`src/rtl/snoop_bus_arbiter.sv`:
```
// snoop_bus_arbiter: round-robin request arbiter and single-transaction snoop bus sequencer.
// Define SNOOP_BUS_ARB_PERF_EN to add the perf_txn_cnt/perf_busy_cnt counters.
module snoop_bus_arbiter #(
  parameter int NUM_PROCS = 4,
  parameter int ADDR_W    = 64,
  parameter int MEM_LAT   = 100,
  parameter int XFER_LAT  = 8,
  localparam int PW       = $clog2(NUM_PROCS)
) (
  input  logic                          clk,
  input  logic                          rst_l,
  input  logic [NUM_PROCS-1:0]          req_valid,
  input  logic [2*NUM_PROCS-1:0]        req_op,
  input  logic [NUM_PROCS*ADDR_W-1:0]   req_addr,
  output logic [NUM_PROCS-1:0]          req_ready,
  output logic                          bus_valid,
  output logic [1:0]                    bus_op,
  output logic [ADDR_W-1:0]             bus_addr,
  output logic [PW-1:0]                 bus_src,
  input  logic                          snoop_shared,
  input  logic                          snoop_supply,
  output logic                          done_valid,
  output logic [PW-1:0]                 done_proc,
  output logic                          done_shared
`ifdef SNOOP_BUS_ARB_PERF_EN
  ,
  output logic [31:0]                   perf_txn_cnt,
  output logic [31:0]                   perf_busy_cnt
`endif
);
  localparam int CW = $clog2((MEM_LAT > XFER_LAT ? MEM_LAT : XFER_LAT) + 1);
  typedef enum logic [2:0] {IDLE, BCAST, SNOOP, WAIT, DONE} state_e;
  state_e                state_q, state_d;
  logic [PW-1:0]         rr_ptr_q, src_q, gnt_idx;
  logic [1:0]            op_q;
  logic [ADDR_W-1:0]     addr_q;
  logic                  shared_q;
  logic [CW-1:0]         cnt_q, cnt_d;
  logic [NUM_PROCS-1:0]  elig;
  logic                  found, grant;
  // Scan starts one past the last winner so every requester gets a turn.
  always_comb begin
    elig    = '0;
    found   = 1'b0;
    gnt_idx = '0;
    for (int p = 0; p < NUM_PROCS; p++)
      elig[p] = req_valid[p] && req_op[2*p +: 2] != 2'd0;
    for (int i = 1; i <= NUM_PROCS; i++)
      if (!found && elig[(int'(rr_ptr_q) + i) % NUM_PROCS]) begin
        found   = 1'b1;
        gnt_idx = PW'((int'(rr_ptr_q) + i) % NUM_PROCS);
      end
  end
  assign grant     = rst_l && state_q == IDLE && found;
  assign req_ready = grant ? (NUM_PROCS'(1) << gnt_idx) : '0;
  always_comb begin
    state_d = state_q;
    cnt_d   = cnt_q;
    case (state_q)
      IDLE:  state_d = grant ? BCAST : IDLE;
      BCAST: state_d = SNOOP;
      SNOOP: begin
        state_d = op_q == 2'd3 ? DONE : WAIT;
        cnt_d   = op_q == 2'd3 ? cnt_q : (snoop_supply ? CW'(XFER_LAT) : CW'(MEM_LAT));
      end
      WAIT: begin
        state_d = cnt_q == CW'(1) ? DONE : WAIT;
        cnt_d   = cnt_q - CW'(1);
      end
      default: state_d = IDLE;
    endcase
  end
  always_ff @(posedge clk or negedge rst_l) begin
    if (!rst_l) begin
      state_q  <= IDLE;
      cnt_q    <= '0;
      rr_ptr_q <= PW'(NUM_PROCS - 1);
      src_q    <= '0;
      op_q     <= '0;
      addr_q   <= '0;
      shared_q <= 1'b0;
    end else begin
      state_q <= state_d;
      cnt_q   <= cnt_d;
      if (grant) begin
        rr_ptr_q <= gnt_idx;
        src_q    <= gnt_idx;
        op_q     <= req_op[2*gnt_idx +: 2];
        addr_q   <= req_addr[ADDR_W*gnt_idx +: ADDR_W];
      end
      if (state_q == SNOOP) shared_q <= snoop_shared;
    end
  end
  assign bus_valid   = state_q == BCAST;
  assign bus_op      = op_q;
  assign bus_addr    = addr_q;
  assign bus_src     = src_q;
  assign done_valid  = state_q == DONE;
  assign done_proc   = src_q;
  assign done_shared = shared_q;
`ifdef SNOOP_BUS_ARB_PERF_EN
  logic [31:0] perf_txn_q, perf_busy_q;
  always_ff @(posedge clk or negedge rst_l) begin
    if (!rst_l) begin
      perf_txn_q  <= '0;
      perf_busy_q <= '0;
    end else begin
      if (state_q == DONE) perf_txn_q <= perf_txn_q + 32'd1;
      if (state_q != IDLE) perf_busy_q <= perf_busy_q + 32'd1;
    end
  end
  assign perf_txn_cnt  = perf_txn_q;
  assign perf_busy_cnt = perf_busy_q;
`endif
endmodule

```
`config.mk`:
```
export PLATFORM = sky130hd
export DESIGN_NAME = snoop_bus_arbiter
export DESIGN_NICKNAME = d
export VERILOG_FILES = /design/src/rtl/snoop_bus_arbiter.sv
export SDC_FILE = /design/constraint.sdc
export NUM_CORES = 1
export LEC_CHECK = 0
export CAP_MARGIN = 0
export CORE_MARGIN = 4
export CORE_UTILIZATION = 40
export CTS_BUF_LIST = sky130_fd_sc_hd__clkbuf_8 sky130_fd_sc_hd__clkbuf_16
export CTS_CLUSTER_DIAMETER = 40
export CTS_CLUSTER_SIZE = 12
export DETAILED_ROUTE_END_ITERATION = 6
export MAX_ROUTING_LAYER = met4
export PLACE_DENSITY = 0.92
export SLEW_MARGIN = 0
export SYNTH_ARGS = -nofsm -noshare
export SYNTH_HDL_FRONTEND = slang
export SYNTH_SLANG_ARGS = --single-unit
```
`constraint.sdc`:
```
create_clock -name clk -period 3.8 [get_ports clk]
set_input_delay 1.14 -clock clk [delete_from_list [all_inputs] [get_ports clk]]
set_output_delay 1.14 -clock clk [all_outputs]
set_load 0.03 [all_outputs]
```
### Yosys cells after proc, flatten, opt, wreduce, memory -nomap -nowiden

Index checks and enable logic that the tools add are counted.

* output and inout bits: 77
* logic and storage cells: 81
* register bits after elaboration: 81
* bits of input ports: 272

* bitwise gates (word level): 4
* muxes and demuxes: 28
* magnitude comparators: 4
* shifts and indexed selects: 3
* reduce and logical (&&, ||, !) cells: 23
* $add $sub $neg: 5
* eq/ne operators: 7

Operator list (number)
* 256-bit by 9-bit variable part select with 64-bit output: 1
* 3-bit by 4-bit < comparator with 1-bit output, second input constant: 4
* 7-bit 2-to-1 mux: 2
* 7-bit case mux with 2 select lines: 1
* 1-bit 2-to-1 mux: 13
* 3-bit case mux with 4 select lines: 1
* 2-bit nonzero test: 5
* 1-bit logical AND: 9
* 1-bit binary-select mux with 2-bit select: 4
* 2-bit 2-to-1 mux: 4
* 2-bit OR reduction: 4
* 8-bit by 4-bit variable part select with 2-bit output: 1
* 7-bit by 1-bit equality test with 1-bit output, second input constant: 1
* 7-bit by 1-bit subtractor with 7-bit output, second input constant: 1
* 3-bit by 2-bit equality test with 1-bit output, second input constant: 2
* 3-bit 2-to-1 mux: 2
* 2-bit by 1-bit adder with 2-bit output, second input constant: 2
* 2-bit adder, second input constant: 2
* 1-bit bitwise AND, first input constant: 4
* 4-bit 2-to-1 mux: 1
* 1-bit by 2-bit left shift with 4-bit output, first input constant: 1
* 3-bit by 1-bit equality test with 1-bit output, second input constant: 1
* 3-bit equality test, second input constant: 1
* 1-bit logical NOT: 3
* other kinds (4): 4

### Depth between registers and ports, before layout

Gate-level depths: netlist of the first run.

* depth after elaboration: 19
* depth in mapped cells: 9
* depth with buffers taken out: 6

### Worst setup path after synthesis of the first run

Ideal clock, no wire load.

* path type: input -> output
* start: in req_op[0]
* end: out req_ready[1]
* data arrival time: 2.797 ns
* path slack: -0.137 ns
* required time: 2.660 ns
* cell stages on the path: 7
* path buffers: 3
* path through: o21ai_1 and3_1 buf_2 a211oi_4 buf_6 buf_6 nor3_1

* word-level cells in the longest chain between the ends: 17
* elaborated cells between the ends (all ways): 31
* classes of those cells: shift: 1; mux: 21; reduce/logical: 9

RTL lines
* start, declared: line 13 `input logic [2*NUM_PROCS-1:0] req_op,`
* 2-bit nonzero test *: line 47 `elig[p] = req_valid[p] && req_op[2*p +: 2] != 2'd0;`
* 1-bit logical AND *: line 47
* 1-bit binary-select mux with 2-bit select: line 49 `if (!found && elig[(int'(rr_ptr_q) + i) % NUM_PROCS]) begin`
* 1-bit 2-to-1 mux (not written as such) (2 in a row): line 49
* 1-bit 2-to-1 mux: line 49
* 1-bit logical NOT: line 49
* 1-bit logical AND: line 49
* 1-bit 2-to-1 mux: line 49
* 1-bit logical NOT: line 49
* 1-bit logical AND: line 49
* 1-bit 2-to-1 mux: line 49
* 1-bit logical NOT: line 49
* 1-bit logical AND: line 49
* 2-bit 2-to-1 mux or 1-bit 2-to-1 mux (tied branches): line 49
* 1-bit by 2-bit left shift with 4-bit output or 1-bit logical AND (tied branches): line 55, 54
* 4-bit 2-to-1 mux *: line 55 `assign req_ready = grant ? (NUM_PROCS'(1) << gnt_idx) : '0;`
* end, declared: line 15 `output logic [NUM_PROCS-1:0] req_ready,`

Mark *: on every way between the ends. The rest lies on a longest branch, timed or not. The select of a mux whose other input is x is not followed.

### Final worst setup path of the first run

* start: in rst_l
* end: out req_ready[0]

* word-level cells in the longest chain between the ends: 3

RTL lines
* start, declared: line 11 `input logic rst_l,`
* 1-bit logical AND (2 in a row): line 54 `assign grant = rst_l && state_q == IDLE && found;`
* 4-bit 2-to-1 mux: line 55

Every way passes these cells.

==> reports/metrics.cfg, run 1 <==
[drt]
num_vias=8148
postRouteWirelength_um=27900
vias_per_cell=6.10
drt_first_iter_violations=906
antenna_left=0
first_pass_iters=5
drt-wirelength-per-cell_um=20.9
drc=0

[cells_and_area]
drive_gt1_share_pct=9.29
utilization_pct=67.0
synthToLayoutAreaGrowth_pct=65.3
final_cells=1336
num-nets-final=1388
fill_cells=1196
regArea_um2=2030
multi_input_area_um2=3580
stdcell_area_um2=10600

[sta]
clock_skew_ns=0.00850
slew_viol_final=0
hold_ws_ns=0.492
hold_viol_final=0
period_minus_slack_ns=3.80
setup_violations=0
fin_crit_sh_pct=99.9
max_freq_ghz=0.263
max-slew-margin-rel_pct=30.2
setup_tns_ns=0
fin_ws_ns=0.00448
worstMarginPinSlew_ns=1.05

[grt]
grt_pass1_vias=8031
grt_pass1_wl_um=42200
grt_use_total_pct=29.9
grt_start_max_net_pins=76
antenna_found_initial=1
grt-ovfl-total=0

[yosys]
ys_types=42
synthesis.area_um2=6410
ys_seq_area_share_pct=31.6
yosysWarnings=0
ys_top_cells_by_area=dfrtp_1 (31%), mux2i_1 (10%), a2111oi_0 (9.0%)
ys_ff_latch=81
synth_top_cell_by_area=dfrtp_1
yosysTopAreaCellShare_pct=30.8
synthesis.nets=1072
syn_area_per_cell_um2=8.04
netlist_instances=798

[run_status]
status=completed

[clock_tree]
ctsHtreeMaxLevel=3
ctsRootBufferMaster=clkbuf_16
cts-buffers-inserted=9
clkLatencyLatePin_ns=0.34
cts_tree=built
cts_hold_buffers=0
path_clk_slew_ns=0.06
cts.path.max_buffers=2
cts.sinks=81

[placement]
dp_slack_ns=-0.347
io_buffers=348
hpwl_um=18600
place_area_um2=10100
numPlacedInstances=1305
gp_congestion=0.852

[floorplan]
core_area_um2=15800
initial_core_util_pct=40.5
die-area_um2=18100
num_rows=46
die_h_um=135
dieWidth_um=135
pin_count=349

[critical_path]
slowest_delay_ns=0.50
cp.arrival_ns=2.66
timing_worst_setup_path_type=in -> out
slowest_stage=or4b_4
required_ns=2.66
worstPathMaxFanout=2
worstSetupStartpointType=input pin
crit_chain=buf_4 > or4b_4 > a41o_2 > a21oi_2 > nand3_2 > nor2_4 > buf_12
critPathCaptureType=output port

[power_and_ir_drop]
total_power_mw=5.98
powerDensity_nw_per_um2=564
ir_worst_vdd_v=0.000330
p_leak_nw=4.63

[run]
maxCapViolCount=0

[worst_hold_path]
hold_path_class=reg -> reg

## repair_timing
item	in CTS	in global routing
setup endpoints to repair	4	3
cloned	0	0
pin swaps	9	7
gates resized for setup	24	13
buffers inserted	10	5
## final timing paths
check / cells after the start / start / endpoint / slack [ns]
setup / recovery: 7 / rst_l / req_ready[0] / 0.004
hold / removal: 2 / bus_addr[62] / bus_addr[62] / 0.49
setup reg to reg: 8 / rr_ptr_q[1] / bus_addr[9] / 0.83
hold reg to reg: 2 / bus_addr[62] / bus_addr[62] / 0.49
max in group asynchronous: 3 / rst_l / bus_addr[33] / 1.86
min in group asynchronous: 2 / rst_l / bus_src[1] / 0.71
## synth_stat cells
| cell type | count |
|---|---|
| inv_1 | 137 |
| dfrtp_1 | 79 |
| nand2_1 | 78 |
| o211ai_1 | 69 |
| a2111oi_0 | 66 |
| a41oi_1 | 66 |
| mux2i_1 | 66 |
| clkbuf_1 | 64 |
| o21ai_1 | 62 |
| nor2_1 | 18 |
| buf_2 | 12 |
| o21ai_0 | 11 |
| a21oi_1 | 8 |
| buf_4 | 8 |
| nand3_1 | 7 |
| buf_1 | 4 |
| nor3_1 | 4 |
| and3_1 | 3 |
| buf_6 | 3 |
| o211a_1 | 3 |
| o21a_1 | 3 |
| o22ai_1 | 3 |
| dfstp_2 | 2 |
| ha_1 | 2 |
| nand2b_1 | 2 |
| nor3b_1 | 2 |
| a211oi_4 | 1 |
| a22o_1 | 1 |
| a22oi_1 | 1 |
| a31oi_4 | 1 |
| a32oi_1 | 1 |
| a41o_1 | 1 |
| and3b_1 | 1 |
| mux2_2 | 1 |
| nand4_1 | 1 |
| nor2b_1 | 1 |
| nor4_1 | 1 |
| o21ai_2 | 1 |
| o221a_2 | 1 |
| or2_2 | 1 |
| or3b_1 | 1 |
| or4b_4 | 1 |
## cell type report
cell class,instances,area share [%]
Sequential cell,81,19.1
Multi-Input combinational cell,489,33.8
Inverter,137,4.85
Clock inverter,4,0.472
Tap cell,216,2.55
Timing Repair Buffer,396,36.7
Clock buffer,12,2.51
Antenna cell,1,0.0236
## cell families after synthesis
| logic type | after synthesis | share of synthesized area (%) |
|---|---|---|
| flops | 81 | 31.6 |
| mux | 67 | 10.5 |
| fa+ha+maj | 2 | 0.390 |
| compound gates | 299 | 35.0 |
| buf+inv | 228 | 14.4 |
| simple gates | 121 | 8.07 |
## power by group
group          leakage [nW]  switching (mW)  internal (mW)
clock                 0.151           0.376          0.563
sequential             1.01           0.273           1.25
combinational          3.47            2.02           1.50
total                  4.63            2.67           3.31
## registers in the layout, indices dropped and copies added, names as in the netlist
register	flops
cnt_q	7
bus_addr	64
state_q	3
done_shared	1
bus_op	2
bus_src	2
rr_ptr_q	2
## routing by layer
layer	wire length (um)	global-route usage, %
met1	10000	35.1
met2	13500	48.7
met3	2700	6.07
met4	1610	15.3
met5	0	-
## critical path: cells and delay by family
kind | cells | cell delay, ns
compound gates | 2 | 0.45
simple gates | 3 | 0.84
buf+inv | 2 | 0.23
## layout by cell type, fill, tap and decap left out, types with 4 or more instances in the layout
cell type,instances
clkdlybuf4s50_1,331
inv_1,137
dfrtp_1,79
nand2_1,78
o211ai_1,69
mux2i_1,66
a2111oi_0,66
a41oi_1,66
o21ai_1,61
buf_4,46
nor2_1,16
o21ai_0,10
clkbuf_16,9
a21oi_1,7
dlygate4sd2_1,7
buf_12,7
nand3_2,4
clkbuf_2,4
No activity file was read; power rests on OpenSTA's default activity.
==> run 2: changes to the inputs <==
--- a/config.mk
+++ b/config.mk
@@ -6,6 +6,7 @@
 export NUM_CORES = 1
 export LEC_CHECK = 0
 export CAP_MARGIN = 0
+export CORE_ASPECT_RATIO = 0.75
 export CORE_MARGIN = 4
 export CORE_UTILIZATION = 40
 export CTS_BUF_LIST = sky130_fd_sc_hd__clkbuf_8 sky130_fd_sc_hd__clkbuf_16
==> run 2 against run 1 <==
Fmax down 0.75%; setup slack worse by 0.029 ns; clock power down 4.4%; the flow now finishes with violations (setup timing); routed wire length down 3.7%; critical path type unchanged; first-iteration DRC count down 19%; critical path depth unchanged; via count down 3.3%; non-clock buffer count down 12; final area down 1.3%; combinational power down 2%; sequential cell count unchanged; register-to-register slack better by 0.25 ns.
==> reports/metrics.cfg, run 2 (synthesis results as in run 1) <==
[sta]
clock_skew_ns=0.00624
max_freq_ghz=0.262
setup_tns_ns=-0.0433
worstMarginPinSlew_ns=0.865
rsz0062_at_grt=yes
setup_violations=2
max-slew-margin-rel_pct=42.3
fin_ws_ns=-0.0241
hold_viol_final=0
slew_viol_final=0
period_minus_slack_ns=3.82
hold_ws_ns=0.493
fin_crit_sh_pct=101

[drt]
num_vias=7876
first_pass_iters=5
postRouteWirelength_um=26800
drt_first_iter_violations=734
antenna_left=0
drt-wirelength-per-cell_um=20.4
vias_per_cell=5.98
drc=0

[grt]
grt_pass1_vias=7756
grt_pass1_wl_um=41800
use_met1_pct=34.0
grt_use_total_pct=28.9
grtUsageMet2_pct=48.1
grt.busiest_layer=met2
use_met3_pct=6.80
antenna_found_initial=5
grt_start_max_net_pins=74
grt-ovfl-total=0

[critical_path]
crit_top_cell=buf_4
r2r_setup_slack_ns=1.08
crit_chain=clkdlybuf4s50_1 > o21a_4 > a32oi_1 > buf_4 > nand3_2 > nor3_2 > buf_4
crit_buf_inv=3
path_delay_family=buffers and inverters
cp.arrival_ns=2.68
slowest_delay_ns=0.48
required_ns=2.66
startpoint=req_valid[1]
slowest_stage=clkdlybuf4s50_1
worstSetupStartpointType=input pin
timing.rr.start=rr_ptr_q[1]
critPathCaptureType=output port
timing_worst_setup_path_type=in -> out
worstPathMaxFanout=6

[clock_tree]
cts-buffers-inserted=9
cts.sinks=81
ctsHtreeMaxLevel=3
cts_tree=built
ctsRootBufferMaster=clkbuf_16
cts.path.max_buffers=2
path_clk_slew_ns=0.06
clkLatencyLatePin_ns=0.34
cts_hold_buffers=0

[placement]
gp_congestion=0.890
hpwl_um=18800
io_buffers=348

[floorplan]
dieWidth_um=154
die_h_um=118
num_rows=39
initial_core_util_pct=41.5
pin_count=349
die-area_um2=18100
core_area_um2=15500

[run_status]
violations=setup timing
status=finished with violations

[cells_and_area]
final_cell_mix=clkdlybuf4s50_1 (335), inv_1 (139), dfrtp_1 (79), nand2_1 (78), o211ai_1 (69)
drive_gt1_share_pct=7.77
num-nets-final=1376
largest_reg_flops=64
synthToLayoutAreaGrowth_pct=63.1
final_common_cell=clkdlybuf4s50_1

[power_and_ir_drop]
ir_worst_vdd_v=0.000337
powerDensity_nw_per_um2=559
p_leak_nw=4.57
total_power_mw=5.85

[worst_hold_path]
hold_path_class=reg -> reg
min-delay-start=bus_addr[54]

[run]
maxCapViolCount=0

-- run 2: cell count changes in the layout (fill, tap and decap cells not counted), sizes merged, moves of 3 or more --
cell           before  now
buf                53   41
inv               137  140
diode               1    5
clkbuf             16   10
clkdlybuf4s50     331  335
-- run 2: routing by layer --
layer / vias up / share of wire, %
li1: 3543 / -
met1: 3734 / 37
met2: 527 / 49
met3: 72 / 11
met4: 0 / 3.3
met5: - / 0
-- run 2: metrics by stage --
stage	std cells	utilization (%)	setup slack, ns	instance area (um^2)
floorplan	798	-	-0.137	6420
global placement	1291	65.0	-0.122	10100
detailed placement	1291	65.0	-0.198	10100
CTS	1310	67.2	0.0117	10400
global route	1317	67.6	-0.0779	10500
finish	1317	67.6	-0.0241	10500
-- run 2: final timing paths --
check | cells after the start | end
setup / recovery | 7 | req_ready[3]
min in group asynchronous | 2 | bus_addr[55]
hold reg to reg | 2 | bus_addr[54]
hold / removal | 2 | bus_addr[54]
setup reg to reg | 8 | bus_addr[0]
max in group asynchronous | 3 | bus_addr[61]
-- run 2: area by class of cell --
| cell class | instances | area (um^2) |
|---|---|---|
| Tap cell | 205 | 256 |
| Inverter | 137 | 514 |
| Timing Repair Buffer | 384 | 3780 |
| Clock inverter | 6 | 58.8 |
| Fill cell | 1193 | 5000 |
| Multi-Input combinational cell | 489 | 3570 |
| Clock buffer | 10 | 239 |
| Antenna cell | 5 | 12.5 |
| Sequential cell | 81 | 2030 |
-- run 2: timing repair --
action	CTS	global route
setup endpoints to repair	4	4
pin swaps	8	3
cloned	0	0
setup buffers	3	2
gates resized for setup	16	8
-- run 2: worst register-to-register path: cells and delay by family, from the launching register on --
| kind | cells | cell delay (ns) |
|---|---|---|
| buffers and inverters | 3 | 0.72 |
| multiplexers | 1 | 0.46 |
| AO/OA/AOI/OAI | 3 | 0.68 |
| AND/OR/NAND/NOR | 1 | 0.10 |
| flip-flops | 1 | 0.63 |
-- run 2: where the power goes --
group	switching [mW]	internal (mW)
Sequential	0.264	1.25
Combinational	1.96	1.47
Clock	0.374	0.524
